==> src/rtl/control_unit.sv <==
// Multi-cycle control sequencer for the 32-bit bus datapath: fetch, decode ir[31:27],
// and drive one register-transfer step per clock. Outputs decode the state and ir.
module control_unit (
  input  logic        clk,
  input  logic        clr,
  input  logic        stop,
  input  logic [31:0] ir,
  input  logic        con_ff,
  output logic        PCout,
  output logic        ZHighout,
  output logic        ZLowout,
  output logic        MDRout,
  output logic        Cout,
  output logic        BAout,
  output logic        InPortout,
  output logic        PCin,
  output logic        MARin,
  output logic        MDRin,
  output logic        IRin,
  output logic        Yin,
  output logic        HIin,
  output logic        LOin,
  output logic        ZHIin,
  output logic        ZLOin,
  output logic        CONin,
  output logic        Gra,
  output logic        Grb,
  output logic        Grc,
  output logic        Rin,
  output logic        Rout,
  output logic        IncPC,
  output logic        Read,
  output logic        Write,
  output logic [4:0]  operation,
  output logic        Run
);

  typedef enum logic [3:0] {T0, T1, T2, T3, T4, T5, T6, T7, HALT} state_t;
  typedef enum logic [3:0] {
    C_LD, C_LDI, C_ST, C_ALU, C_IMM, C_UNARY, C_MULDIV, C_BR, C_JR, C_NOP, C_HALT
  } opClass_t;

  state_t     state;
  state_t     lastStep;
  opClass_t   opClass;
  logic [4:0] opcode;
  logic [4:0] aluOp;

  assign opcode = ir[31:27];

  always_comb begin
    opClass = C_NOP;
    case (opcode)
      5'b00000:                     opClass = C_LD;
      5'b00001:                     opClass = C_LDI;
      5'b00010:                     opClass = C_ST;
      5'b00011, 5'b00100, 5'b00101, 5'b00110,
      5'b00111, 5'b01000, 5'b01001, 5'b01010:
                                    opClass = C_ALU;
      5'b01011, 5'b01100, 5'b01101: opClass = C_IMM;
      5'b01110, 5'b01111:           opClass = C_MULDIV;
      5'b10000, 5'b10001:           opClass = C_UNARY;
      5'b10010:                     opClass = C_BR;
      5'b10011:                     opClass = C_JR;
      5'b11001:                     opClass = C_HALT;
      default:                      opClass = C_NOP;
    endcase
  end

  // Immediate forms reuse the register-form ALU codes.
  always_comb begin
    case (opcode)
      5'b01011: aluOp = 5'b00011;
      5'b01100: aluOp = 5'b00101;
      5'b01101: aluOp = 5'b00110;
      default:  aluOp = opcode;
    endcase
  end

  always_comb begin
    case (opClass)
      C_JR:                 lastStep = T3;
      C_UNARY:              lastStep = T4;
      C_ALU, C_IMM, C_LDI:  lastStep = T5;
      C_MULDIV, C_BR:       lastStep = T6;
      C_LD, C_ST:           lastStep = T7;
      default:              lastStep = T3;
    endcase
  end

  // T7 always ends the instruction so a mid-instruction ir change cannot wedge the FSM.
  always_ff @(posedge clk or posedge clr) begin
    if (clr) begin
      state <= T0;
    end else begin
      case (state)
        T0:   state <= T1;
        T1:   state <= T2;
        T2: begin
          if (opClass == C_HALT)     state <= HALT;
          else if (opClass == C_NOP) state <= stop ? HALT : T0;
          else                       state <= T3;
        end
        T3, T4, T5, T6, T7: begin
          if (state == lastStep || state == T7) begin
            state <= stop ? HALT : T0;
          end else begin
            case (state)
              T3:      state <= T4;
              T4:      state <= T5;
              T5:      state <= T6;
              default: state <= T7;
            endcase
          end
        end
        HALT:    state <= HALT;
        default: state <= T0;
      endcase
    end
  end

  always_comb begin
    PCout = 1'b0; ZHighout = 1'b0; ZLowout = 1'b0; MDRout = 1'b0;
    Cout = 1'b0; BAout = 1'b0; InPortout = 1'b0;
    PCin = 1'b0; MARin = 1'b0; MDRin = 1'b0; IRin = 1'b0; Yin = 1'b0;
    HIin = 1'b0; LOin = 1'b0; ZHIin = 1'b0; ZLOin = 1'b0; CONin = 1'b0;
    Gra = 1'b0; Grb = 1'b0; Grc = 1'b0; Rin = 1'b0; Rout = 1'b0;
    IncPC = 1'b0; Read = 1'b0; Write = 1'b0;
    operation = '0;
    Run = (state != HALT);
    if (!clr) begin
      case (state)
        T0: begin PCout = 1'b1; MARin = 1'b1; IncPC = 1'b1; ZLOin = 1'b1; end
        T1: begin ZLowout = 1'b1; PCin = 1'b1; Read = 1'b1; MDRin = 1'b1; end
        T2: begin MDRout = 1'b1; IRin = 1'b1; end
        T3: begin
          case (opClass)
            C_ALU, C_IMM:      begin Grb = 1'b1; Rout = 1'b1; Yin = 1'b1; end
            C_UNARY:           begin Grb = 1'b1; Rout = 1'b1; ZLOin = 1'b1; operation = opcode; end
            C_LD, C_LDI, C_ST: begin Grb = 1'b1; BAout = 1'b1; Yin = 1'b1; end
            C_MULDIV:          begin Gra = 1'b1; Rout = 1'b1; Yin = 1'b1; end
            C_BR:              begin Gra = 1'b1; Rout = 1'b1; CONin = 1'b1; end
            C_JR:              begin Gra = 1'b1; Rout = 1'b1; PCin = 1'b1; end
            default: ;
          endcase
        end
        T4: begin
          case (opClass)
            C_ALU:             begin Grc = 1'b1; Rout = 1'b1; ZLOin = 1'b1; operation = opcode; end
            C_IMM:             begin Cout = 1'b1; ZLOin = 1'b1; operation = aluOp; end
            C_UNARY:           begin ZLowout = 1'b1; Gra = 1'b1; Rin = 1'b1; end
            C_LD, C_LDI, C_ST: begin Cout = 1'b1; ZLOin = 1'b1; operation = 5'b00011; end
            C_MULDIV: begin
              Grb = 1'b1; Rout = 1'b1; ZHIin = 1'b1; ZLOin = 1'b1; operation = opcode;
            end
            C_BR:              begin PCout = 1'b1; Yin = 1'b1; end
            default: ;
          endcase
        end
        T5: begin
          case (opClass)
            C_ALU, C_IMM, C_LDI: begin ZLowout = 1'b1; Gra = 1'b1; Rin = 1'b1; end
            C_LD, C_ST:          begin ZLowout = 1'b1; MARin = 1'b1; end
            C_MULDIV:            begin ZLowout = 1'b1; LOin = 1'b1; end
            C_BR:                begin Cout = 1'b1; ZLOin = 1'b1; operation = 5'b00011; end
            default: ;
          endcase
        end
        T6: begin
          case (opClass)
            C_LD:     begin Read = 1'b1; MDRin = 1'b1; end
            C_ST:     begin Gra = 1'b1; Rout = 1'b1; MDRin = 1'b1; end
            C_MULDIV: begin ZHighout = 1'b1; HIin = 1'b1; end
            C_BR:     begin ZLowout = 1'b1; PCin = con_ff; end
            default: ;
          endcase
        end
        T7: begin
          case (opClass)
            C_LD:    begin MDRout = 1'b1; Gra = 1'b1; Rin = 1'b1; end
            C_ST:    Write = 1'b1;
            default: ;
          endcase
        end
        default: ;
      endcase
    end
  end

endmodule

==> config.mk <==
export PLATFORM = sky130hd
export DESIGN_NAME = control_unit
export DESIGN_NICKNAME = d
export VERILOG_FILES = /design/src/rtl/control_unit.sv
export SDC_FILE = /design/constraint.sdc
export NUM_CORES = 1
export LEC_CHECK = 0
export ABC_AREA = 1
export BUFFER_PORTS_ARGS = -buffer_cell sky130_fd_sc_hd__buf_4
export CORE_UTILIZATION = 40
export CTS_BUF_LIST = sky130_fd_sc_hd__clkbuf_8
export DETAILED_ROUTE_END_ITERATION = 8
export HOLD_SLACK_MARGIN = 0.1
export PLACE_DENSITY_LB_ADDON = 0.1
export SETUP_SLACK_MARGIN = 0.15
export SLEW_MARGIN = 20
export SYNTH_ARGS = -nofsm -noshare
export SYNTH_HDL_FRONTEND = slang
export SYNTH_SLANG_ARGS = --single-unit
==> constraint.sdc <==
create_clock -name clk -period 1.4 [get_ports clk]
set_input_delay 0.14 -clock clk [delete_from_list [all_inputs] [get_ports clk]]
set_output_delay 0.14 -clock clk [all_outputs]
set_load 0.02 [all_outputs]
==> results of run 1 <==
[cell usage after synthesis]
| cell type | number |
|---|---|
| a211oi_1 | 3 |
| a21boi_0 | 1 |
| a21oi_1 | 6 |
| a31oi_1 | 3 |
| a41oi_1 | 1 |
| buf_4 | 2 |
| clkbuf_1 | 1 |
| clkinv_4 | 1 |
| conb_1 | 1 |
| dfrtp_1 | 4 |
| inv_1 | 27 |
| inv_2 | 8 |
| nand2_1 | 61 |
| nand2_2 | 4 |
| nand2_4 | 6 |
| nand3_1 | 19 |
| nand3_2 | 3 |
| nand3b_1 | 1 |
| nand4_1 | 5 |
| nor2_1 | 30 |
| nor2_2 | 5 |
| nor3_1 | 2 |
| nor4_1 | 1 |
| o21ai_0 | 4 |
| o21ai_1 | 1 |
| o21ai_2 | 1 |
| o22ai_1 | 3 |
| o32ai_1 | 1 |
[stage by stage]
| step | TNS [ps] | hold slack (ps) | area (um^2) |
|---|---|---|---|
| detailed placement | -7560 | 271 | 2110 |
| floorplan | -1860 | -38.9 | 1330 |
| global placement | -6550 | 273 | 2110 |
[logic make-up after synthesis]
| family | synth area share |
|---|---|
| buffers and inverters | 0.150 |
| and+or+nand+nor | 0.611 |
| other | 0.00355 |
| DFF | 0.0947 |
| AOI/OAI and AO/OA | 0.141 |
==> impl_metrics.json, run 1 <==
{
  "dp_hpwl_um": 3660,
  "rows": 18,
  "ys_warn_count": 0,
  "gp_congestion": 0.950,
  "die_x_um": 53.4,
  "firstError": "[ERROR DPL-0038] Utilization greater than 100%, impossible to legalize",
  "synthCells": 205,
  "failed_stage": "4_1_cts",
  "syn_nets": 241,
  "cts_sinks": 4,
  "status": "aborted with a tool error",
  "seq_area_frac_synth": 0.0947,
  "synth_area_um2": 1060,
  "clockBufferDepth": 2,
  "io_pins": 67,
  "h-tree-depth": 1,
  "yosysTopAreaCell": "nand2_1",
  "dp_cells": 333,
  "numCtsBuffers": 3,
  "synth_seq_cells": 4,
  "dieHeight_um": 53.4,
  "cts_setup_buffers": 11,
  "initial_utilization": 0.427,
  "cts_resized": 83,
  "holdBufCountCts": 1,
  "synthTopCellsByArea": "nand2_1 (22%), nor2_1 (11%), inv_1 (9.6%)",
  "place_ws_ps": -350,
  "cts_root_buf": "clkbuf_8",
  "synth_area_per_cell_um2": 5.16,
  "synth_top_area_share": 0.217,
  "port_buffers": 38,
  "yosysUniqueCellTypes": 28
}
==> run 2: changes to the inputs <==
--- a/config.mk
+++ b/config.mk
@@ -7,12 +7,10 @@
 export LEC_CHECK = 0
 export ABC_AREA = 1
 export BUFFER_PORTS_ARGS = -buffer_cell sky130_fd_sc_hd__buf_4
-export CORE_UTILIZATION = 40
-export CTS_BUF_LIST = sky130_fd_sc_hd__clkbuf_8
+export CORE_AREA = 2 2 63 65
 export DETAILED_ROUTE_END_ITERATION = 8
-export HOLD_SLACK_MARGIN = 0.1
-export PLACE_DENSITY_LB_ADDON = 0.1
-export SETUP_SLACK_MARGIN = 0.15
+export DIE_AREA = 0 0 65 67
+export PLACE_DENSITY_LB_ADDON = 0.15
 export SLEW_MARGIN = 20
 export SYNTH_ARGS = -nofsm -noshare
 export SYNTH_HDL_FRONTEND = slang
==> constraint.sdc (replaced) <==
create_clock -name clk -period 1.8 [get_ports clk]
set_input_delay 0.18 -clock clk [delete_from_list [all_inputs] [get_ports clk]]
set_output_delay 0.18 -clock clk [all_outputs]
set_load 0.02 [all_outputs]
==> run 2 against run 1 <==
The flow now finishes, with violations (negative setup slack). Area after synthesis is the same. Synthesized cell count stayed put.
==> impl_metrics.json, run 2 <==
{
  "syn_to_final_growth_pct": 93.6,
  "synthXorXnorAreaFrac": 0,
  "powerDensity_nw_per_um2": 1020,
  "place_ws_ps": -114,
  "h-tree-depth": 1,
  "setup_ws_ps": -24.7,
  "hold_violations": 0,
  "crit_chain": "nor2_2 -> nand3_1 -> a21oi_2 -> a21boi_2 -> buf_4",
  "finalCritPeriodShare": 1.01,
  "async_flop_share": 1.00,
  "n_antenna_cell": 0,
  "synth_top_family_by_area": "simple AND/OR/NAND/NOR gates",
  "dieHeight_um": 67,
  "failed_checks": "negative setup slack",
  "vias": 1623,
  "fin_crit_ps": 1820,
  "multi_input_area_um2": 1040,
  "wire_per_inst_um": 12.8,
  "rsz0062_at_grt": "true",
  "seq_area_frac_synth": 0.0947,
  "drcViolationCount": 0,
  "synth_area_um2": 1060,
  "internal-power_w": 0.000992,
  "gp_congestion": 0.847,
  "drt_iter0_markers": 77,
  "firstDrtPassIters": 4,
  "grt_pass1_vias": 1448,
  "yosysTopAreaCell": "nand2_1",
  "ir_drop_v": 0.000467,
  "critPathArrivalTime_ps": 1640,
  "synthSimpleGateAreaFrac": 0.611,
  "utilization": 0.568,
  "path_buf_inv": 1,
  "yosys-top-cells-count": "nand2_1 (61), nor2_1 (30), inv_1 (27)",
  "final_area_um2": 2050,
  "synth_area_per_cell_um2": 5.16,
  "max_freq_ghz": 0.548,
  "synth_edf_count": 0,
  "placed_cell_area_um2": 1590,
  "grtUsageTotal": 0.190,
  "swShare": 0.527,
  "largest-register": "state",
  "drv_cap": 0,
  "slowest_delay_ps": 410,
  "critical-path-slowest-cell": "dfrtp_1",
  "synthCells": 205,
  "comb_power_share": 0.796,
  "status": "finished, violations left",
  "synth_compound_area_frac": 0.141,
  "cp-start-kind": "register",
  "seqPwrFrac": 0.115,
  "clk-insertion-delay-late_ps": 220,
  "path_delay_family": "simple AND/OR/NAND/NOR gates",
  "grt_max_degree": 16,
  "port_buffers": 38,
  "crit_cells": 5,
  "clockBufferDepth": 2,
  "core-area_um2": 3610,
  "endpoint_kind": "primary output",
  "drive_gt1_frac": 0.575,
  "synth_top_area_share": 0.217,
  "clk_pin_slew_worst_paths_ps": 30,
  "power_switching_w": 0.00110,
  "synthTopCellsByArea": "nand2_1 (22%), nor2_1 (11%), inv_1 (9.6%)",
  "grt_overflow": 0,
  "slew_violations": 0,
  "final_common_cell": "buf_4",
  "avgViaCountPerCell": 4.87,
  "nFillCells": 363,
  "cts_tree": "yes",
  "cts_root_buf": "clkbuf_8",
  "syn_nets": 241,
  "ys_warn_count": 0,
  "final_cell_mix": "buf_4 (68), nand2_1 (50), nor2_1 (19), inv_1 (17), nand3_1 (15)",
  "p_leak_nw": 1.04,
  "fin_skew_ps": 2.71,
  "numCtsBuffers": 3,
  "clkPwrFrac": 0.090,
  "initial_utilization": 0.293,
  "synth_seq_cells": 4,
  "grt_pass1_wl_um": 6520,
  "path_class": "reg2out",
  "hold_class": "in2async",
  "yosys-mux-area-fraction": 0,
  "antenna_found_initial": 0,
  "setup_viol": 9,
  "power_w": 0.00210,
  "synth.most_common_cell": "nand2_1",
  "nets": 323,
  "die-area_um2": 4360,
  "largest_reg_flops": 4,
  "io_pins": 67,
  "rows": 22,
  "antenna_left": 0,
  "die_x_um": 65,
  "ff2ff_path_depth": 8,
  "yosysUniqueCellTypes": 28,
  "cp.required_ps": 1620,
  "seq_area_um2": 104,
  "yosys.area_share.adder": 0,
  "cts_sinks": 4,
  "routed_wl_um": 4260,
  "dp_hpwl_um": 3110,
  "worstPathMaxFanout": 5,
  "top_regs": "state x4",
  "synth_flop_cell": "dfrtp_1"
}
run 2: path summary, 6_finish.rpt:
check | startpoint | end | slack, ps
min in group clk | stop | state[3] | 180
worst max register to register | state[0] | state[0] | 380
max in group asynchronous | clr | state[1] | 1570
worst min-delay path | clr | state[2] | 100
worst min register to register | state[3] | state[3] | 650
worst max-delay path | state[2] | Read | -20
run 2: power groups by stage:
stage | Clock (W) | Sequential [W] | Combinational, W
floorplan | 0 | 0.000183 | 0.000749
global placement | 0 | 0.000204 | 0.00117
detailed placement | 0 | 0.000201 | 0.00117
CTS | 0.000194 | 0.000215 | 0.00144
global route | 0.000201 | 0.000245 | 0.00181
finish | 0.000188 | 0.000240 | 0.00167
run 2: logic make-up (layout without fill, tap and decap cells):
group | Yosys count | after routing
AO/OA/AOI/OAI | 24 | 24
flip-flops | 4 | 4
AND/OR/NAND/NOR | 137 | 137
buffers and inverters | 39 | 119
other | 1 | 1
run 2: final cells by class:
| cell class | instances | share of cell area |
|---|---|---|
| clock buffers | 3 | 0.0202 |
| inverters | 36 | 0.0733 |
| multi-input cells | 162 | 0.507 |
| flip-flops and latches | 4 | 0.0507 |
| well taps | 48 | 0.0293 |
| repair buffers | 80 | 0.320 |
run 2: worst register-to-register path, delay by kind of cell, from the launching register on:
family                 cells  cell delay [ps]
and+or+nand+nor            5              500
DFF                        1              470
buffers and inverters      3              340
run 2: routing by layer:
layer	wire, um	vias to the layer above	global-route usage
met5	0	-	0
met4	31	0	0.0106
met3	208	6	0.0270
met2	2020	51	0.325
met1	1990	748	0.265
li1	-	818	-
run 2: what timing repair did:
| action | CTS | global route |
|---|---|---|
| gates cloned | 0 | 0 |
| buffers inserted | 8 | 8 |
| resized for setup | 33 | 51 |
| endpoints found under the setup margin | 23 | 26 |
| hold buffers | 0 | 0 |
| pin swaps | 8 | 18 |
run 2: through the flow:
step                      hold WS [ps]  setup TNS (ps)  std cells
final                              102           -90.8        333
after global routing               146           -1470        333
after CTS                         85.7           -77.5        325
after detailed placement           292            -504        314
after global placement             289            -600        314
after floorplan                  -22.1            -284        205
Note: power is estimated with default switching activity, not from simulation.
==> run 3: changes to the inputs <==
--- a/config.mk
+++ b/config.mk
@@ -6,7 +6,7 @@
 export NUM_CORES = 1
 export LEC_CHECK = 0
 export ABC_AREA = 1
-export BUFFER_PORTS_ARGS = -buffer_cell sky130_fd_sc_hd__buf_4
+export BUFFER_PORTS_ARGS = -buffer_cell sky130_fd_sc_hd__buf_2
 export CORE_AREA = 2 2 63 65
 export DETAILED_ROUTE_END_ITERATION = 8
 export DIE_AREA = 0 0 65 67
==> run 3 against run 2 <==
The run still ends with negative setup slack left. Setup slack worse by 32 ps. First-iteration DRC count increased by 12%. Wire length up 1.7%. Via count up 0.68%. Clock-buffer cell count unchanged. Sequential power increased by 2%. Hold slack worse by 71 ps. Clock power barely moved. Critical path type unchanged.
==> impl_metrics.json, run 3 (synthesis results as in run 2) <==
{
  "clockBufferDepth": 2,
  "largest-register": "state",
  "slew_violations": 0,
  "internal-power_w": 0.000945,
  "fin_crit_ps": 1860,
  "powerDensity_nw_per_um2": 1050,
  "avgViaCountPerCell": 4.91,
  "crit_chain": "nor2_4 -> inv_4 -> nor3_4 -> inv_1 -> nor2_2 -> inv_2 -> nand3_2 -> a21oi_2 -> nor2_1 -> buf_4",
  "endpoint_kind": "primary output",
  "cts_root_buf": "clkbuf_8",
  "grtUsageTotal": 0.196,
  "setup_viol": 10,
  "routed_wl_um": 4330,
  "max_freq_ghz": 0.539,
  "p_leak_nw": 1.04,
  "fin_hold_ws_ps": 30.9,
  "grt_util_met1": 0.276,
  "r2r_start": "state[0]",
  "top_regs": "state x4",
  "port_buffers": 38,
  "cp.required_ps": 1620,
  "antenna_found_initial": 0,
  "syn_to_final_growth_pct": 84.1,
  "h-tree-depth": 1,
  "comb_power_share": 0.789,
  "busiest_layer": "met2",
  "clk-insertion-delay-late_ps": 220,
  "initial_utilization": 0.293,
  "n_antenna_cell": 0,
  "holdBufCountCts": 0,
  "ir_drop_v": 0.000556,
  "wire_per_inst_um": 13.0,
  "antenna_left": 0,
  "largest_reg_flops": 4,
  "status": "finished, violations left",
  "die_x_um": 65,
  "clkPwrFrac": 0.091,
  "io_pins": 67,
  "clk_pin_slew_worst_paths_ps": 30,
  "numCtsBuffers": 3,
  "die-area_um2": 4360,
  "r2r_end": "state[1]",
  "path_delay_family": "simple AND/OR/NAND/NOR gates",
  "firstDrtPassIters": 4,
  "hold_class": "in2async",
  "swShare": 0.536,
  "critPathArrivalTime_ps": 1680,
  "cp-start-kind": "register",
  "drive_gt1_frac": 0.565,
  "r2r_slack_ps": 310,
  "path_class": "reg2out",
  "hold_violations": 0,
  "core-area_um2": 3610,
  "path_buf_inv": 4,
  "ff2ff_path_depth": 9,
  "grt_overflow": 0,
  "dp_cells": 317,
  "grt_pass1_vias": 1475,
  "dp_hpwl_um": 3130,
  "gr-usage-met3": 0.0287,
  "finalCritPeriodShare": 1.03,
  "rows": 22,
  "fin_skew_ps": 5.66,
  "grt_max_degree": 15,
  "crit_path_start": "state[3]",
  "gp_congestion": 0.847,
  "final_cell_mix": "nand2_1 (51), buf_4 (51), nor2_1 (20), inv_1 (19), buf_2 (19)",
  "drv_cap": 0,
  "slowest_delay_ps": 440,
  "setup_ws_ps": -56.3,
  "drt_iter0_markers": 86,
  "rsz0062_at_grt": "true",
  "cts_sinks": 4,
  "nets": 323,
  "power_switching_w": 0.00109,
  "seqPwrFrac": 0.120,
  "final_cells": 333,
  "failed_checks": "negative setup slack",
  "dieHeight_um": 67,
  "cts_tree": "yes",
  "vias": 1634,
  "grt_pass1_wl_um": 6650,
  "drcViolationCount": 0,
  "critical-path-slowest-cell": "dfrtp_2",
  "worstPathMaxFanout": 5,
  "grt_use_met2": 0.325
}
-- run 3: worst max-delay path by stage --
stage	depth (start not counted)	slack, ps	end
floorplan	7	-90	operation[2]
global placement	13	-70	operation[3]
detailed placement	13	-60	operation[3]
CTS	11	-40	ZLOin
global route	16	-160	operation[1]
finish	10	-60	ZLOin
-- run 3: cell type report --
| class | instances | area [um^2] |
|---|---|---|
| multi-input combinational | 162 | 1010 |
| fill | 381 | 1660 |
| tap | 48 | 60.1 |
| clock buffer | 3 | 41.3 |
| timing repair buffer | 80 | 587 |
| inverter | 36 | 148 |
| sequential | 4 | 105 |
-- run 3: layer usage --
metal	share of wire	up-vias
li1	-	819
met1	0.49	762
met2	0.46	53
met3	0.052	0
met4	0	0
met5	0	-
-- run 3: through the flow --
stage          utilization  TNS (ps)  setup WS, ps  power [W]  cell area [um^2]
6_report             0.540      -239         -56.3    0.00204              1950
4_1_cts              0.486      -214         -38.2    0.00183              1750
3_5_place_dp         0.422      -321         -62.2    0.00134              1520
5_1_grt              0.540     -1820          -156    0.00219              1950
2_1_floorplan            -      -284         -91.0   0.000932              1070
3_3_place_gp         0.422      -305         -70.6    0.00135              1520
-- run 3: repair_timing --
action	CTS	global route
buffers inserted	5	8
pin swaps	10	14
resized for setup	49	44
endpoints found under the setup margin	23	25
gates cloned	0	0
-- run 3: power by group through the flow --
stage                     combinational (W)  sequential [W]  clock (W)
after global routing                0.00174        0.000249   0.000200
after floorplan                    0.000749        0.000183          0
after global placement              0.00115        0.000203          0
final                               0.00161        0.000244   0.000186
after CTS                           0.00142        0.000212   0.000191
after detailed placement            0.00114        0.000202          0
-- run 3: worst min-delay path, delay by kind of cell --
kind,cells,cell delay [ps]
buf+inv,3,390
